## src/rtl/vga_timing_pkg.sv

```systemverilog
// Shared 640x480@60 raster timing constants and coordinate type.
// Renderers import this for screen bounds as well.
package vga_timing_pkg;
  localparam int COORD_W = 10;
  typedef logic [COORD_W-1:0] coord_t;

  localparam int H_DISPLAY = 640;
  localparam int H_FRONT   = 16;
  localparam int H_SYNC    = 96;
  localparam int H_BACK    = 48;
  localparam int V_DISPLAY = 480;
  localparam int V_FRONT   = 10;
  localparam int V_SYNC    = 2;
  localparam int V_BACK    = 33;
  localparam int CLK_DIV   = 4;

  localparam int H_TOTAL = H_DISPLAY + H_FRONT + H_SYNC + H_BACK;
  localparam int V_TOTAL = V_DISPLAY + V_FRONT + V_SYNC + V_BACK;

  localparam int H_SYNC_START = H_DISPLAY + H_FRONT;
  localparam int H_SYNC_END   = H_SYNC_START + H_SYNC - 1;
  localparam int V_SYNC_START = V_DISPLAY + V_FRONT;
  localparam int V_SYNC_END   = V_SYNC_START + V_SYNC - 1;
endpackage

```

## src/rtl/vga_sync_if.sv

```systemverilog
// Raster timing bundle: generator drives it, renderers and the connector consume it.
interface vga_sync_if;
  import vga_timing_pkg::*;

  logic   hsync;
  logic   vsync;
  logic   video_on;
  logic   p_tick;
  logic   frame_end;
  coord_t x;
  coord_t y;

  modport master (output hsync, vsync, video_on, p_tick, frame_end, x, y);
  modport slave  (input  hsync, vsync, video_on, p_tick, frame_end, x, y);
endinterface

```

## src/rtl/vga_sync_pixel_tick_gen.sv

```systemverilog
// Free-running board-clock prescaler; p_tick is high one clk in every CLK_DIV.
module pixel_tick_gen #(
  parameter int CLK_DIV = 4
) (
  input  logic clk,
  input  logic reset,
  output logic p_tick
);
  localparam int W = $clog2(CLK_DIV);

  logic [W-1:0] cnt_q, cnt_d;

  // CLK_DIV is a power of two, so the natural wrap gives the period.
  always_comb cnt_d = cnt_q + 1'b1;

  always_ff @(posedge clk or posedge reset) begin
    if (reset) cnt_q <= '0;
    else       cnt_q <= cnt_d;
  end

  assign p_tick = (cnt_q == W'(CLK_DIV - 1));
endmodule

```

## src/rtl/vga_sync.sv

```systemverilog
// VGA raster generator: pixel/line counters, registered syncs, visible-area
// flag and a once-per-frame pulse for game logic.
module vga_sync #(
  parameter int H_DISPLAY = vga_timing_pkg::H_DISPLAY,
  parameter int H_FRONT   = vga_timing_pkg::H_FRONT,
  parameter int H_SYNC    = vga_timing_pkg::H_SYNC,
  parameter int H_BACK    = vga_timing_pkg::H_BACK,
  parameter int V_DISPLAY = vga_timing_pkg::V_DISPLAY,
  parameter int V_FRONT   = vga_timing_pkg::V_FRONT,
  parameter int V_SYNC    = vga_timing_pkg::V_SYNC,
  parameter int V_BACK    = vga_timing_pkg::V_BACK,
  parameter int CLK_DIV   = vga_timing_pkg::CLK_DIV
) (
  input  logic       clk,
  input  logic       reset,
  vga_sync_if.master vga
);
  import vga_timing_pkg::*;

  localparam coord_t H_END  = coord_t'(H_DISPLAY + H_FRONT + H_SYNC + H_BACK - 1);
  localparam coord_t V_END  = coord_t'(V_DISPLAY + V_FRONT + V_SYNC + V_BACK - 1);
  localparam coord_t HS_BEG = coord_t'(H_DISPLAY + H_FRONT);
  localparam coord_t HS_FIN = coord_t'(H_DISPLAY + H_FRONT + H_SYNC - 1);
  localparam coord_t VS_BEG = coord_t'(V_DISPLAY + V_FRONT);
  localparam coord_t VS_FIN = coord_t'(V_DISPLAY + V_FRONT + V_SYNC - 1);
  localparam coord_t H_VIS  = coord_t'(H_DISPLAY);
  localparam coord_t V_VIS  = coord_t'(V_DISPLAY);

  logic   p_tick;
  coord_t h_q, h_d, v_q, v_d;
  logic   hsync_q, hsync_d, vsync_q, vsync_d;
  logic   h_last, v_last;

  pixel_tick_gen #(.CLK_DIV(CLK_DIV)) u_tick (
    .clk    (clk),
    .reset  (reset),
    .p_tick (p_tick)
  );

  assign h_last = (h_q == H_END);
  assign v_last = (v_q == V_END);

  always_comb begin
    h_d = h_q;
    v_d = v_q;
    if (p_tick) begin
      h_d = h_last ? '0 : h_q + 1'b1;
      if (h_last) v_d = v_last ? '0 : v_q + 1'b1;
    end
    // Decoding the next-state values keeps the syncs edge-aligned with x/y.
    hsync_d = !((h_d >= HS_BEG) && (h_d <= HS_FIN));
    vsync_d = !((v_d >= VS_BEG) && (v_d <= VS_FIN));
  end

  always_ff @(posedge clk or posedge reset) begin
    if (reset) begin
      h_q     <= '0;
      v_q     <= '0;
      hsync_q <= 1'b1;
      vsync_q <= 1'b1;
    end else begin
      h_q     <= h_d;
      v_q     <= v_d;
      hsync_q <= hsync_d;
      vsync_q <= vsync_d;
    end
  end

  assign vga.x         = h_q;
  assign vga.y         = v_q;
  assign vga.hsync     = hsync_q;
  assign vga.vsync     = vsync_q;
  assign vga.p_tick    = p_tick;
  assign vga.video_on  = (h_q < H_VIS) && (v_q < V_VIS);
  assign vga.frame_end = p_tick && h_last && v_last;
endmodule

```

## src/flat_wrapper.sv

```systemverilog
// flat-port wrapper written by rule: the top's interface ports become plain ports
module vga_sync_flat import vga_timing_pkg::*;
#(
  parameter int H_DISPLAY = vga_timing_pkg::H_DISPLAY,
  parameter int H_FRONT   = vga_timing_pkg::H_FRONT,
  parameter int H_SYNC    = vga_timing_pkg::H_SYNC,
  parameter int H_BACK    = vga_timing_pkg::H_BACK,
  parameter int V_DISPLAY = vga_timing_pkg::V_DISPLAY,
  parameter int V_FRONT   = vga_timing_pkg::V_FRONT,
  parameter int V_SYNC    = vga_timing_pkg::V_SYNC,
  parameter int V_BACK    = vga_timing_pkg::V_BACK,
  parameter int CLK_DIV   = vga_timing_pkg::CLK_DIV
)
  (clk, reset, vga_hsync, vga_vsync, vga_video_on, vga_p_tick, vga_frame_end, vga_x, vga_y);
  vga_sync_if vga_i ();
  input  logic clk;
  input  logic reset;
  output wire logic [$bits(vga_i.hsync)-1:0] vga_hsync;
  output wire logic [$bits(vga_i.vsync)-1:0] vga_vsync;
  output wire logic [$bits(vga_i.video_on)-1:0] vga_video_on;
  output wire logic [$bits(vga_i.p_tick)-1:0] vga_p_tick;
  output wire logic [$bits(vga_i.frame_end)-1:0] vga_frame_end;
  output wire logic [$bits(vga_i.x)-1:0] vga_x;
  output wire logic [$bits(vga_i.y)-1:0] vga_y;
  assign vga_hsync = vga_i.hsync;
  assign vga_vsync = vga_i.vsync;
  assign vga_video_on = vga_i.video_on;
  assign vga_p_tick = vga_i.p_tick;
  assign vga_frame_end = vga_i.frame_end;
  assign vga_x = vga_i.x;
  assign vga_y = vga_i.y;
  vga_sync #(.H_DISPLAY(H_DISPLAY), .H_FRONT(H_FRONT), .H_SYNC(H_SYNC), .H_BACK(H_BACK), .V_DISPLAY(V_DISPLAY), .V_FRONT(V_FRONT), .V_SYNC(V_SYNC), .V_BACK(V_BACK), .CLK_DIV(CLK_DIV)) u_core (.clk(clk), .reset(reset), .vga(vga_i));
endmodule
```

## config.mk

```make
export PLATFORM = sky130hd
export DESIGN_NAME = vga_sync_flat
export DESIGN_NICKNAME = d
export VERILOG_FILES = /design/src/rtl/vga_timing_pkg.sv /design/src/rtl/vga_sync_if.sv /design/src/rtl/vga_sync_pixel_tick_gen.sv /design/src/rtl/vga_sync.sv /design/src/flat_wrapper.sv
export SDC_FILE = /design/constraint.sdc
export NUM_CORES = 1
export LEC_CHECK = 0
export BUFFER_PORTS_ARGS = -buffer_cell sky130_fd_sc_hd__buf_2
export CORE_MARGIN = 2
export CORE_UTILIZATION = 42
export CTS_CLUSTER_SIZE = 8
export DETAILED_ROUTE_END_ITERATION = 8
export GPL_TIMING_DRIVEN = 0
export PLACE_DENSITY = 0.7
export SLEW_MARGIN = 25
export SYNTH_ARGS = -nofsm -noshare
export SYNTH_HDL_FRONTEND = slang
export SYNTH_SLANG_ARGS = --single-unit
```

## constraint.sdc

```tcl
create_clock -name clk -period 4.8 [get_ports clk]
set_input_delay 0.24 -clock clk [delete_from_list [all_inputs] [get_ports clk]]
set_output_delay 0.24 -clock clk [all_outputs]
set_load 0.02 [all_outputs]
```

# Word-level counts from Yosys, hierarchy flattened
# Cells that the tools add are included.
[op_classes]
add_sub_neg = 3
magnitude_cmp = 6
eq_ne = 3
n_mux = 5
n_reduce_logical = 7
[ops]
columns = ["operator", "count"]
rows = [
  ["10-bit 2-to-1 mux", 5],
  ["10-bit by 1-bit adder with 10-bit output (second input constant)", 2],
  ["10-bit == test (second input constant)", 2],
  ["10-bit greater-or-equal comparator (second input constant)", 1],
  ["10-bit by 9-bit greater-or-equal comparator with 1-bit output (second input constant)", 1],
  ["10-bit <= comparator (second input constant)", 1],
  ["10-bit by 9-bit <= comparator with 1-bit output (second input constant)", 1],
  ["10-bit less-than comparator (second input constant)", 1],
  ["10-bit by 9-bit less-than comparator with 1-bit output (second input constant)", 1],
  ["1-bit logical AND", 5],
  ["2-bit by 1-bit adder with 2-bit output (second input constant)", 1],
  ["2-bit == test (second input constant)", 1],
  ["1-bit logical NOT", 2],
]
[word_totals]
register_bits = 24
input_bits = 2
output_inout_bits = 25
wordCells = 29

# Longest topological paths before layout
# Gate-level depths: netlist of the first run.
[logic_depth]
depth_word = 7
ltp_mapped = 7
depth_no_buf = 7

# Modules after synthesis
# From an unflattened synthesis of the first run, not the netlist that was laid out.
[unflattened]
hier_cells = 148
hier_area_um2 = 1441.4
[modules_own_cells]
columns = ["mod", "n_inst", "cells_per_inst", "area_per_inst_um2", "seq_area_each_um2"]
rows = [
  ["vga_sync", 1, 143, 1371.3, 553.0],
  ["pixel_tick_gen", 1, 5, 70.1, 50.0],
]

# Least setup slack after synthesis of the first run
# OpenSTA, ideal clock, no wires.
[synth_path]
path_kind = "register to register"
from = "reg u_core.u_tick.cnt_q[0]"
to = "reg u_core.hsync_q, in the netlist u_core.vga.hsync"
setup_ns = 0.094
arrival_time_ns = 2.092
required_ns = 4.706
path_slack_ns = 2.614
path_stages_with_launch = 7
n_path_buf = 0
period_less_slack_ns = 2.186
path_cell_list = "dfrtp_1 > ha_1 > nand4_1 > or3_2 > a21oi_2 > nor3_1 > or4_1"
[synth_via]
elab_chain_len = 5
elab_cells_between_ends = 6
cone_classes = "order compare: 2; eq/ne: 1; mux: 1; reduce/logical: 2"
[synth_rtl]
columns = ["element", "line_no", "source"]
rows = [
  ["start, declared", "vga_sync_pixel_tick_gen.sv:11", "logic [W-1:0] cnt_q, cnt_d;"],
  ["start signal, assigned", "vga_sync_pixel_tick_gen.sv:18", "else cnt_q <= cnt_d;"],
  ["2-bit == test *", "vga_sync_pixel_tick_gen.sv:21", "assign p_tick = (cnt_q == W'(CLK_DIV - 1));"],
  ["net vga_p_tick", "flat_wrapper.sv:21", "output wire logic [$bits(vga_i.p_tick)-1:0] vga_p_tick;"],
  ["10-bit 2-to-1 mux *", "vga_sync.sv:46", "if (p_tick) begin"],
  ["net u_core.h_d[5]", "vga_sync.sv:30", "coord_t h_q, h_d, v_q, v_d;"],
  ["10-bit greater-or-equal comparator / 10-bit <= comparator (equally long branches)", "vga_sync.sv:51", "hsync_d = !((h_d >= HS_BEG) && (h_d <= HS_FIN));"],
  ["1-bit logical AND *", "vga_sync.sv:51", ""],
  ["1-bit logical NOT *", "vga_sync.sv:51", ""],
  ["net u_core.hsync_d", "vga_sync.sv:31", "logic hsync_q, hsync_d, vsync_q, vsync_d;"],
  ["end signal, assigned", "vga_sync.sv:64", "hsync_q <= hsync_d;"],
  ["end, declared", "vga_sync.sv:31", ""],
]
# The timed path passes the listed nets; every way through them passes the cells marked *.

# Worst setup path in the final report of the first run
[layout_path]
from = "reg u_core.h_q[7], in the netlist u_core.vga.x[7]"
to = "out vga_frame_end"
[layout_via]
elab_chain_len = 3
[layout_rtl]
columns = ["element", "line_no", "source"]
rows = [
  ["start, declared", "vga_sync.sv:30", ""],
  ["start signal, assigned", "vga_sync.sv:57", "h_q <= '0;"],
  ["start signal, assigned", "vga_sync.sv:62", "h_q <= h_d;"],
  ["10-bit == test", "vga_sync.sv:40", "assign h_last = (h_q == H_END);"],
  ["1-bit logical AND (2 in series)", "vga_sync.sv:75", "assign vga.frame_end = p_tick && h_last && v_last;"],
  ["end, declared", "flat_wrapper.sv:22", "output wire logic [$bits(vga_i.frame_end)-1:0] vga_frame_end;"],
]
# Every way passes these cells.

==> results.json, run 1 <==
{
  "port_buffers": 26,
  "synth-edff-count": 0,
  "finalCriticalPeriod_ns": 2.455,
  "finalWirelength_um": 2698,
  "core_area_sq_um": 3028,
  "critical_path.endpoint": "vga_frame_end",
  "layout.nets": 177,
  "mostFrequentLayoutCell": "buf_2",
  "htree_num_levels": 1,
  "yosysSeqAreaShare": 0.4573,
  "vias": 1163,
  "clkLatencyLatePin_ns": 0.31,
  "synth_top_cell_area_share": 0.4175,
  "drt_iter0_drc": 30,
  "setup_viol": 0,
  "drc": 0,
  "status": "finished, final reports clean",
  "cts_buffers": 3,
  "hold_path.class": "flop to flop",
  "clk_pin_slew_ns": 0.13,
  "yosysWarnings": 0,
  "first_global_vias": 1074,
  "ant_nets": 0,
  "drive_above_1_share": 0.2294,
  "fin_skew_ns": 0.007180,
  "holdPathStages": 1,
  "crit_path_start": "u_core.vga.x[7]$_DFF_PP0_",
  "cts.path.max_buffers": 2,
  "r2r_cells": 6,
  "dpl.hpwl_um": 2048,
  "fmax_ghz": 0.4074,
  "syn_to_final_growth_pct": 17.55,
  "grt-ovfl-total": 0,
  "synthArstFlopShare": 1.000,
  "clockRootBuffer": "clkbuf_4",
  "cap_violations": 0,
  "grt_setup_unrepaired": "no",
  "cp_data_arrival_time_ns": 2.21,
  "relSlewSlack": 0.4230,
  "gp_congestion": 0.8107,
  "leakage_uw": 0.0006936,
  "path_max_fanout": 10,
  "start_util": 0.4355,
  "path_class": "flop to primary output",
  "endpoint_kind": "primary output",
  "fp-row-count": 20,
  "synth_top_cell_by_area": "dfrtp_1",
  "cp-start-kind": "flop",
  "n_fill_cell": 308,
  "r2r_start": "u_core.u_tick.cnt_q[0]$_DFF_PP0_",
  "ios": 27,
  "die_area_sq_um": 3604,
  "netlist_instances": 139,
  "die_x_um": 60.04,
  "cts_resized": 0,
  "synth_area_per_cell_sq_um": 9.488,
  "cts_tree": "yes",
  "grt_antenna_before_repair": 0,
  "die_y_um": 60.04,
  "routed_via_density": 5.435,
  "synthFlopType": "dfrtp_1",
  "ys_types": 40,
  "required_ns": 4.56,
  "final_cell_mix": "27 x buf_2, 22 x dfrtp_1, 13 x nand2_1, 13 x o21ai_0, 8 x nor2_1",
  "irDropWorstVdd_mv": 0.1215,
  "tightest_slew_ns": 0.8602,
  "dp_slack_ns": 2.578,
  "syn_nets": 145,
  "syn_area_sq_um": 1319,
  "grt_max_degree": 25,
  "diodes": 0,
  "avgRoutedWirePerCell_um": 12.61,
  "first_pass_iters": 4,
  "multiInputGateArea_sq_um": 669.4,
  "finalCritPeriodShare": 0.5114,
  "finalHoldViolations": 0,
  "grtUsageTotal": 0.1685,
  "finalMaxSlewViolations": 0,
  "ff_latch_area_sq_um": 603.1,
  "r2r_setup_slack_ns": 2.55,
  "fin_tns_setup_ns": 0,
  "clock-sinks": 24,
  "ys_ff_latch": 24,
  "powerDensity_nw_per_um2": 202.4,
  "r2r-end": "u_core.vga.hsync$_DFF_PP1_",
  "layout_setup_ws_ns": 2.345,
  "grt_pass1_wl_um": 4643,
  "synth_area_leaders": "dfrtp_1 42%, o21ai_0 4.9%, dfstp_2 4.0%"
}
final cells by class:
class,instances,share of cell area
buffer,4,0.01049
clock buffer,4,0.02341
inverter,8,0.01937
multi-input combinational,103,0.4318
sequential,24,0.3890
tap,44,0.03551
timing repair buffer,27,0.09040
logic make-up after synthesis:
| family | synth area share |
|---|---|
| AO/OA/AOI/OAI | 0.1395 |
| flip-flops | 0.4573 |
| multiplexers | 0.007590 |
| XOR/XNOR | 0.05978 |
| AND/OR/NAND/NOR | 0.2628 |
| adder cells (fa/ha/maj) | 0.03795 |
| buffers and inverters | 0.03510 |
layer usage:
metal  routed length [um]  share of wire  vias up  track usage
met5                    0              0        -            0
met4                   20         0.0074        0      0.06984
met3                  114          0.042        4      0.02165
met2                 1335           0.49       35       0.2981
met1                 1228           0.46      556       0.2041
li1                     -              -      568            -
stage by stage:
step | instance area, sq um | instances | util | total power (uW) | hold WS (ns)
after floorplan | 1319 | 139 | - | 209.0 | 0.2531
after global placement | 1504 | 209 | 0.4967 | 210.5 | 0.4132
after CTS | 1540 | 213 | 0.5087 | 317.7 | 0.1270
final | 1550 | 214 | 0.5120 | 313.8 | 0.4388
after detailed placement | 1504 | 209 | 0.4967 | 210.7 | 0.4218
after global routing | 1550 | 214 | 0.5120 | 328.5 | 0.4669
critical path: stages, from the launching register on:
cell     delay, ns
dfrtp_1       0.45
or3_4         0.43
or4_4         0.52
buf_2         0.20
nor2_1        0.12
buf_2         0.18
repair_timing:
item	CTS	global route
hold buffers	0	1
buffers inserted	0	0
endpoints found under the hold margin	0	5
worst min path at each step:
stage / startpoint / to / slack, ns
6_report: u_core.u_tick.cnt_q[0]$_DFF_PP0_ / u_core.u_tick.cnt_q[0]$_DFF_PP0_ / 0.44
3_5_place_dp: u_core.u_tick.cnt_q[0]$_DFF_PP0_ / u_core.u_tick.cnt_q[0]$_DFF_PP0_ / 0.42
4_1_cts: reset / u_core.u_tick.cnt_q[1]$_DFF_PP0_ / 0.13
2_1_floorplan: reset / u_core.u_tick.cnt_q[0]$_DFF_PP0_ / 0.25
5_1_grt: u_core.u_tick.cnt_q[0]$_DFF_PP0_ / u_core.u_tick.cnt_q[0]$_DFF_PP0_ / 0.47
3_3_place_gp: u_core.u_tick.cnt_q[0]$_DFF_PP0_ / u_core.u_tick.cnt_q[0]$_DFF_PP0_ / 0.41
state kept, by name, indices dropped and copies added (netlist names):
| register | count |
|---|---|
| u_core.u_tick.cnt_q | 2 |
| u_core.vga.y | 10 |
| u_core.vga.hsync | 1 |
| u_core.vga.x | 10 |
| u_core.vga.vsync | 1 |
Yosys cell counts, types with 2 or more instances:
cell      count
dfrtp_1      22
nand2_1      13
o21ai_0      13
inv_1         8
nor2_1        8
nand3_1       7
nand4_1       6
nor3_1        6
xnor2_1       6
and3_1        4
ha_1          4
a21oi_1       3
clkbuf_1      3
xor2_1        3
dfstp_2       2
nand2b_1      2
nand4b_1      2
o21a_1        2
o22ai_1       2
o31ai_1       2
o41ai_1       2
power by group:
group	total, uW	internal, uW	leakage [uW]	switching [uW]
sequential	202	202	0.000314	0
combinational	4.88	0.877	0.000359	4.00
clock	107	46.3	0.0000210	60.3
total	314	250	0.000694	64.3
No activity file was read; power rests on OpenSTA's default activity.
==> run 2: changes to the inputs <==
- ABC_AREA: default -> 1
- PLACE_DENSITY: 0.7 -> 0.69
- clock period: 4.8 -> 2.3 ns (I/O delays scaled with it)
==> results.json, run 2 <==
{
  "core_area_sq_um": 3337,
  "finalCritPeriodShare": 0.9210,
  "ant_nets": 0,
  "port_buffers": 26,
  "finalMaxSlewViolations": 0,
  "fin_tns_setup_ns": 0,
  "cts_setup_buffers": 0,
  "clkLatencyLatePin_ns": 0.33,
  "die_area_sq_um": 3984,
  "drt_iter0_drc": 63,
  "worstPathCellList": "ha_2 -> nand2_2 -> nor2_8 -> nand3_4 -> inv_2 -> nand3_1 -> inv_1 -> buf_2",
  "yosysWarnings": 0,
  "syn_to_final_growth_pct": 16.11,
  "grtUsageTotal": 0.1663,
  "grt_max_degree": 25,
  "whs_ns": 0.3320,
  "finalHoldViolations": 0,
  "die_x_um": 63.12,
  "r2r_cells": 12,
  "powerDensity_nw_per_um2": 389.6,
  "drc": 0,
  "synthFlopType": "dfrtp_1",
  "first_global_vias": 1193,
  "cp_slowest_stage_delay_ns": 0.44,
  "synthTopCellsByCount": "53 x nand2_1, 33 x inv_1, 22 x dfrtp_1",
  "routed_via_density": 4.716,
  "crit_family": "simple AND/OR/NAND/NOR gates",
  "place_inst": 270,
  "ys_ff_latch": 24,
  "die_y_um": 63.12,
  "cts_tree": "yes",
  "path_max_fanout": 10,
  "cap_violations": 0,
  "hold_path.class": "input pin to async pin",
  "r2r_setup_slack_ns": 0.55,
  "required_ns": 2.18,
  "synth-edff-count": 0,
  "place_area_sq_um": 1655,
  "tightest_slew_ns": 0.5006,
  "synthArstFlopShare": 1.000,
  "diodes": 0,
  "clk_pin_slew_ns": 0.14,
  "grt_pass1_wl_um": 5306,
  "status": "finished, final reports clean",
  "synth_area_per_cell_sq_um": 7.412,
  "finalCriticalPeriod_ns": 2.118,
  "finalWirelength_um": 3029,
  "relSlewSlack": 0.6657,
  "grt_antenna_before_repair": 0,
  "start_util": 0.4398,
  "drive_above_1_share": 0.2533,
  "final_cells": 275,
  "netlist_instances": 198,
  "grt-ovfl-total": 0,
  "fp-row-count": 21,
  "cts_buffers": 3,
  "fin_skew_ns": 0.01550,
  "irDropWorstVdd_mv": 0.2205,
  "syn_nets": 204,
  "r2r-end": "u_core.vga.vsync$_DFF_PP1_",
  "clockRootBuffer": "clkbuf_4",
  "syn_area_sq_um": 1468,
  "htree_num_levels": 1,
  "final_cell_mix": "53 x nand2_1, 32 x inv_1, 26 x buf_2",
  "grt_setup_unrepaired": "no",
  "n_fill_cell": 349,
  "yosysSeqAreaShare": 0.4109,
  "vias": 1297,
  "fmax_ghz": 0.4721,
  "critPathSlowestCell": "dfrtp_1",
  "cp-start-kind": "flop",
  "critPathBufInv": 3,
  "synth_top_cell_by_area": "dfrtp_1",
  "avgRoutedWirePerCell_um": 11.01,
  "ff_latch_area_sq_um": 603.1,
  "ios": 27,
  "synth_area_leaders": "dfrtp_1 38%, nand2_1 14%, inv_1 8.4%",
  "first_pass_iters": 4,
  "cts.path.max_buffers": 2,
  "mostFrequentLayoutCell": "nand2_1",
  "clock-sinks": 24,
  "layout.nets": 236,
  "dpl.hpwl_um": 2306,
  "leakage_uw": 0.0009241,
  "final_area_sq_um": 1704,
  "path_class": "flop to primary output",
  "cp_data_arrival_time_ns": 2.00,
  "ys_types": 25,
  "endpoint_kind": "primary output",
  "r2r_start": "u_core.vga.x[0]$_DFF_PP0_",
  "gp_congestion": 0.8142,
  "yosysMostFrequentCell": "nand2_1",
  "setup_viol": 0,
  "multiInputGateArea_sq_um": 713.2,
  "synth_top_cell_area_share": 0.3751
}
## run 2: changes by cell type in the layout (fill, tap and decap cells not counted), moves of 4 or more
cell | previous run | this run
xnor2_1 | 6 | 2
inv_2 | 0 | 5
nand3_1 | 7 | 12
nor2_1 | 8 | 19
nand2_2 | 0 | 6
nand4_1 | 6 | 10
o21ai_0 | 13 | 3
nand2_1 | 13 | 53
and3_1 | 4 | 0
nor2_2 | 0 | 6
inv_1 | 7 | 32
nor2_4 | 0 | 4
## run 2: how the worst max path moves through the flow
stage	start	endpoint	slack, ns	cells past startpoint
2_1_floorplan	u_core.vga.x[9]$_DFF_PP0_	vga_video_on	0.41	3
3_3_place_gp	u_core.vga.x[0]$_DFF_PP0_	vga_frame_end	0.53	8
3_5_place_dp	u_core.vga.x[0]$_DFF_PP0_	vga_frame_end	0.52	8
4_1_cts	u_core.vga.x[0]$_DFF_PP0_	vga_frame_end	0.13	8
5_1_grt	u_core.vga.x[0]$_DFF_PP0_	vga_frame_end	0.03	8
6_report	u_core.vga.x[0]$_DFF_PP0_	vga_frame_end	0.18	8
## run 2: cell type report
| type | count | area share |
|---|---|---|
| Tap cell | 46 | 0.03377 |
| Clock buffer | 4 | 0.02129 |
| Buffer | 2 | 0.006608 |
| Multi-Input combinational cell | 134 | 0.4185 |
| Timing Repair Buffer | 27 | 0.08223 |
| Sequential cell | 24 | 0.3539 |
| Inverter | 38 | 0.08370 |
## run 2: power by group
group          internal, uW  switching, uW
registers               422              0
clock network          97.0            134
logic                  1.89           8.36
total                   521            143
## run 2: what timing repair did
action                     in CTS  in global routing
setup endpoints to repair       0                  1
hold buffers                    1                  0
hold endpoints to repair       22                  0
resized for setup               0                  1
## run 2: metal layers
metal,share of wire,global-route usage,routed length [um]
met5,0,0,0
met4,0.0076,0.03889,23
met2,0.47,0.2779,1438
met3,0.056,0.04286,170
met1,0.46,0.2153,1397
## run 2: worst register-to-register path, cell delays in order (launching register included)
cell and delay, ns:
dfrtp_1 0.44, ha_2 0.24, nand2_2 0.10, nor2_8 0.16, nand3_4 0.17, inv_2 0.13
nand2_1 0.05, nand2_1 0.08, nand2_1 0.06, clkinv_1 0.05, nand2_1 0.04, nor2_1 0.09
nand2_1 0.06
## run 2: stage by stage
stage                       util  setup WS [ns]  total power [uW]
final                     0.5107         0.1816             663.9
after global routing      0.5107        0.03000             698.3
after CTS                 0.5099         0.1318             673.0
after detailed placement  0.4961         0.5247             439.5
after global placement    0.4961         0.5324             439.5
after floorplan                -         0.4086             436.2
## run 2: kinds of logic (layout without fill, tap and decap cells)
group,after synthesis,in the layout,synth area share
compound gates,11,11,0.04006
xor+xnor,3,3,0.01791
fa+ha+maj,4,4,0.03410
buf+inv,40,71,0.1049
flops,24,24,0.4109
simple gates,116,116,0.3922
